`config.mk`:
```
export PLATFORM = sky130hd
export DESIGN_NAME = disp_scan_ctrl
export DESIGN_NICKNAME = d
export VERILOG_FILES = /design/src/rtl/disp_scan_ctrl.sv
export SDC_FILE = /design/constraint.sdc
export NUM_CORES = 1
export LEC_CHECK = 0
export ABC_AREA = 1
export BUFFER_PORTS_ARGS = -buffer_cell sky130_fd_sc_hd__clkbuf_2
export CORE_MARGIN = 2
export CORE_UTILIZATION = 42
export DETAILED_ROUTE_END_ITERATION = 10
export SLEW_MARGIN = 20
export SYNTH_ARGS = -nofsm -noshare
export SYNTH_HDL_FRONTEND = slang
export SYNTH_SLANG_ARGS = --single-unit
```
`constraint.sdc`:
```
create_clock -name clk -period 3.5 [get_ports clk]
set_clock_uncertainty 0.15 [all_clocks]
set_input_delay 0 -clock clk [delete_from_list [all_inputs] [get_ports clk]]
set_output_delay 0 -clock clk [all_outputs]
set_load 0.01 [all_outputs]
```
`src/rtl/disp_scan_ctrl.sv`:
```
// disp_scan_ctrl: four-digit multiplexed hex display scanner with frame-synchronous data updates.
// Define DISP_SCAN_LZ_BLANK_EN to enable leading-zero blanking.
module disp_scan_ctrl #(
  parameter int PRESCALE = 50000,
  parameter int DIGITS = 4
) (
  input  logic                  clk,
  input  logic                  rst_n,
  input  logic                  load,
  input  logic [4*DIGITS-1:0]   data_in,
  output logic [3:0]            bcd_out,
  output logic [DIGITS-1:0]     dig_sel,
  output logic                  blank,
  output logic                  frame_done
);
  localparam int CW = $clog2(PRESCALE);
  logic [CW-1:0] cnt;
  logic [1:0] idx, nidx;
  logic [4*DIGITS-1:0] disp, pend, nd;
  logic pv, tick, wrap, lz;
  logic [3:0] nb;
  logic [DIGITS-1:0] nsel;
  always_comb begin
    tick = cnt == CW'(PRESCALE - 1);
    nidx = idx + 2'd1;
    wrap = tick && idx == 2'(DIGITS - 1);
    // a load landing on the boundary tick bypasses the pending register
    nd = wrap ? (load ? data_in : (pv ? pend : disp)) : disp;
    nb = nd[{nidx, 2'b00} +: 4];
`ifdef DISP_SCAN_LZ_BLANK_EN
    lz = nidx != 2'd0 && (nd >> {nidx, 2'b00}) == '0;
`else
    lz = 1'b0;
`endif
    nsel = lz ? '0 : DIGITS'(1) << nidx;
  end
`ifndef DISP_SCAN_LZ_BLANK_EN
  assign blank = 1'b0;
`endif
  always_ff @(posedge clk or negedge rst_n)
    if (!rst_n) begin
      cnt <= '0;
      idx <= '0;
      disp <= '0;
      pend <= '0;
      pv <= 1'b0;
      bcd_out <= '0;
      dig_sel <= DIGITS'(1);
      frame_done <= 1'b0;
`ifdef DISP_SCAN_LZ_BLANK_EN
      blank <= 1'b0;
`endif
    end else begin
      cnt <= tick ? '0 : cnt + 1'b1;
      frame_done <= wrap;
      if (wrap) begin
        disp <= nd;
        pv <= 1'b0;
      end else if (load) begin
        pend <= data_in;
        pv <= 1'b1;
      end
      if (tick) begin
        idx <= nidx;
        bcd_out <= nb;
        dig_sel <= nsel;
`ifdef DISP_SCAN_LZ_BLANK_EN
        blank <= lz;
`endif
      end
    end
endmodule

```
* After elaboration in Yosys (flattened, before gate mapping) *
Cells that the tools add are included.

storage, ports and cells
  output and inout port bits = 10
  bits of input ports = 19
  bits in registers = 60
  logic and storage cells = 24

operators by class
  reduce and logical (&&, ||, !) cells = 3
  bitwise gates (word level) = 1
  mux-type cells = 6
  equality and inequality tests = 2
  add/subtract/negate cells = 2
  shifts and indexed selects = 2

operator list
  cell                   number
  $mux 16                4
  $add 16x1->16 const B  1
  $eq 16x16->1 const B   1
  $shiftx 16x5->4        1
  $shl 1x2->4 const A    1
  $add 2x1->2 const B    1
  $eq 2x2->1 const B     1
  $mux 1                 2
  $reduce_and 2->1       1
  $reduce_bool 2->1      1
  $logic_and 1x1->1      1
  $not 1->1              1

* Logic depth before layout (Yosys ltp) *
  depth after elaboration = 4
  mapped depth = 13

* Least setup slack after synthesis *
Ideal clock, no wire load.

  kind = register -> register
  from = register cnt[0]
  to = register pend[12]
  path slack = 1.686 ns
  arrival = 1.536 ns
  period minus slack after synthesis = 1.814 ns
  stages on the path, launching flop included = 8
  required time = 3.223 ns
  cells stage by stage = dfrtp_1 ha_1 nand3_1 nor2_2 nand3_4 nand2_1 buf_4 mux2_1

on the way
  cells in the longest elaborated chain, start to end = 4

ends and longest elaborated chain
  item                        line  text
  start: declaration          17    logic [CW-1:0] cnt;
  start signal: assignment    54    cnt <= tick ? '0 : cnt + 1'b1;
  $eq 16x16->1                24    tick = cnt == CW'(PRESCALE - 1);
  $logic_and 1x1->1           26    wrap = tick && idx == 2'(DIGITS - 1);
  $not 1->1 (no line)         n/a
  $reduce_and 2->1 (no line)  n/a
  end signal: assignment      60    pend <= data_in;
  end: declaration            19    logic [4*DIGITS-1:0] disp, pend, nd;

Every way passes these cells.
A chain may end at the register's enable or synchronous reset.

* Final worst setup path *
  from = register idx[0]
  to = register pend[10]

on the way
  cells in the longest elaborated chain, start to end = 4

ends and longest elaborated chain
  item                        line  text
  start: declaration          18    logic [1:0] idx, nidx;
  start signal: assignment    64    idx <= nidx;
  $eq 2x2->1                  26
  $logic_and 1x1->1           26
  $not 1->1 (no line)         n/a
  $reduce_and 2->1 (no line)  n/a

Every way passes these cells.

==> results.json <==
{
  "synthesis.area_um2": 3170,
  "syn_area_per_cell_um2": 7.80,
  "critPathArrivalTime_ns": 2.66,
  "ys_ff_latch": 60,
  "swShare_pct": 23.6,
  "core_area_um2": 7290,
  "path_clk_slew_ns": 0.06,
  "fin_crit_sh_pct": 73.0,
  "tightest_slew_ns": 0.896,
  "syn_to_final_growth_pct": 16.3,
  "drv_cap": 0,
  "die-area_um2": 8270,
  "finalSetupTns_ns": 0,
  "antennaDiodeCount": 0,
  "ant_nets": 0,
  "io_buffers": 27,
  "met2_length_um": 2980,
  "die-width_um": 90.9,
  "numPlacedInstances": 520,
  "pwr-share-comb_pct": 7.6,
  "drive_gt1_share_pct": 13.7,
  "post-route-min-period_ns": 2.56,
  "synth_fp_nets": 432,
  "numCtsBuffers": 9,
  "run_status": "complete, no violations",
  "wl_per_cell_um": 12.2,
  "leakagePower_nw": 1.80,
  "synth_top_cells_by_count": "nand2_1, dfrtp_1, inv_1",
  "rows": 31,
  "critPathLaunchType": "flop",
  "synth_seq_area_share_pct": 47.4,
  "hold_violations": 0,
  "drc": 0,
  "ys_top_cells_by_area": "dfrtp_1, nand2_1, nand3_1",
  "cts_num_sinks": 60,
  "dr_total_vias": 2675,
  "dp_hpwl_um": 4780,
  "final_max_slew_viol_count": 0,
  "hp-class": "in -> reg",
  "drt_iter0_drc": 116,
  "power.switching_mw": 0.323,
  "pwr-share-seq_pct": 52.3,
  "via_per_inst": 4.85,
  "stdcell_count": 552,
  "m1WireLength_um": 3380,
  "synthArstFlopShare_pct": 100,
  "cts_root_buffer": "clkbuf_8",
  "rsz0062_at_grt": "no",
  "yosys_warnings": 0,
  "critPathRequiredTime_ns": 3.60,
  "antenna_found_initial": 0,
  "critical_path_class": "reg -> reg",
  "synth-edff-count": 0,
  "top_layer": "met4",
  "grt-ovfl-total": 0,
  "gp_congestion": 0.840,
  "critPathCaptureType": "flop",
  "grt_max_degree": 38,
  "clk_latency_ns": 0.33,
  "cts_buffer_depth": 2,
  "postCtsSetupRepairBufs": 0,
  "grt_use_total_pct": 17.6,
  "max_freq_mhz": 391,
  "netlist.area_leader.share_pct": 46.5,
  "setup_violations": 0,
  "wl_met3_um": 277,
  "ios": 29,
  "fillers": 745,
  "synthCells": 407,
  "nNetsFinal": 474,
  "ir_drop_mv": 0.158,
  "p_clk_share_pct": 40.1,
  "cts_tree": "yes",
  "internal_power_mw": 1.04,
  "critPathMaxFanout": 19,
  "wl_um": 6750,
  "grt_pass1_wl_um": 11700,
  "relSlewSlack_pct": 40.3,
  "power_density_nw_per_um2": 370,
  "grt_pass1_vias": 2574,
  "ys_types": 31,
  "yosysMostFrequentCell": "nand2_1",
  "synth_ff_type": "dfrtp_1",
  "post-synth-top-area-cell": "dfrtp_1",
  "die_h_um": 90.9,
  "first_pass_iters": 4,
  "htreeDepth": 3,
  "initial_utilization_pct": 43.5
}
cells in the final DEF (no fill, tap or decap), types with 11 or more instances in the layout:
cell type and n:
dfrtp_1 59, nand2_1 129, a21oi_1 17, o21ai_0 23, clkbuf_8 11, nand3_1 38
inv_1 43, dlygate4sd3_1 17, clkbuf_2 27, nor2_1 31
metrics by stage:
| step | util (%) | power [mW] | hold WS [ns] | worst slack, ns | instance area (um2) |
|---|---|---|---|---|---|
| finish | 50.6 | 1.37 | 0.164 | 0.944 | 3690 |
| global route | 50.6 | 1.43 | 0.253 | 0.762 | 3690 |
| CTS | 50.6 | 1.39 | 0.165 | 0.934 | 3690 |
| detailed placement | 46.0 | 0.819 | 0.0371 | 0.953 | 3350 |
| global placement | 46.0 | 0.818 | 0.0349 | 1.06 | 3350 |
| floorplan | - | 0.782 | -0.446 | 1.69 | 3170 |
state kept, by name, summed over array words and instances, names as in the netlist:
signal / cells
pv: 1
cnt: 16
bcd_out: 4
dig_sel: 4
disp: 16
pend: 16
idx: 2
frame_done: 1
logic make-up after synthesis:
kind of cell    synth area share (%)
simple gates                    30.6
buf+inv                         8.56
flops                           47.4
compound gates                  8.87
fa+ha+maj                       2.37
xor+xnor                        1.38
mux                            0.710
other cells                    0.118
worst max-delay path: stages, from the launching register on:
cell and delay (ns):
dfrtp_1 0.62, ha_1 0.23, buf_4 0.22, nand3_4 0.23
nand2_1 0.56, buf_4 0.30, nor2_1 0.05, a21oi_1 0.11
worst paths after layout:
kind                                                to                from  cells past startpoint  slack [ns]
worst max register to register    pend[10]$_DFFE_PN0P_  idx[0]$_DFFE_PN0N_                      7        0.94
worst min register to register        cnt[0]$_DFF_PN0_    cnt[0]$_DFF_PN0_                      1        0.31
min in group asynchronous            cnt[12]$_DFF_PN0_               rst_n                      2        0.17
worst max-delay path              pend[10]$_DFFE_PN0P_  idx[0]$_DFFE_PN0N_                      7        0.94
worst min-delay path                    pv$_DFFE_PN0P_                load                      3        0.16
max in group asynchronous       bcd_out[3]$_DFFE_PN0N_               rst_n                      3        2.16
metal layers:
layer  global-route usage [%]  up-vias
met5                        0        -
met4                     8.21        0
met3                     3.92        9
met2                     26.9       44
met1                     23.9     1241
li1                         -     1381
cell type report:
class	count	area [um2]	share of cell area, %
multi-input cells	286	1400	37.9
clock buffers	13	159	4.31
repair buffers	47	328	8.88
well taps	99	124	3.36
clock inverters	2	10.0	0.271
inverters	45	169	4.58
flip-flops and latches	60	1500	40.7
power by group through the flow:
stage | sequential [mW] | clock (mW) | combinational (mW)
6_report | 0.715 | 0.547 | 0.104
3_5_place_dp | 0.727 | 0 | 0.0916
2_1_floorplan | 0.726 | 0 | 0.0552
3_3_place_gp | 0.727 | 0 | 0.0905
5_1_grt | 0.716 | 0.595 | 0.122
4_1_cts | 0.715 | 0.565 | 0.107
timing repair:
item / in CTS / in global routing
hold endpoints to repair: 67 / 0
gates resized for setup: 0 / 0
endpoints found under the setup margin: 0 / 0
hold buffers: 17 / 0
Note: power is estimated with default switching activity, not from simulation.
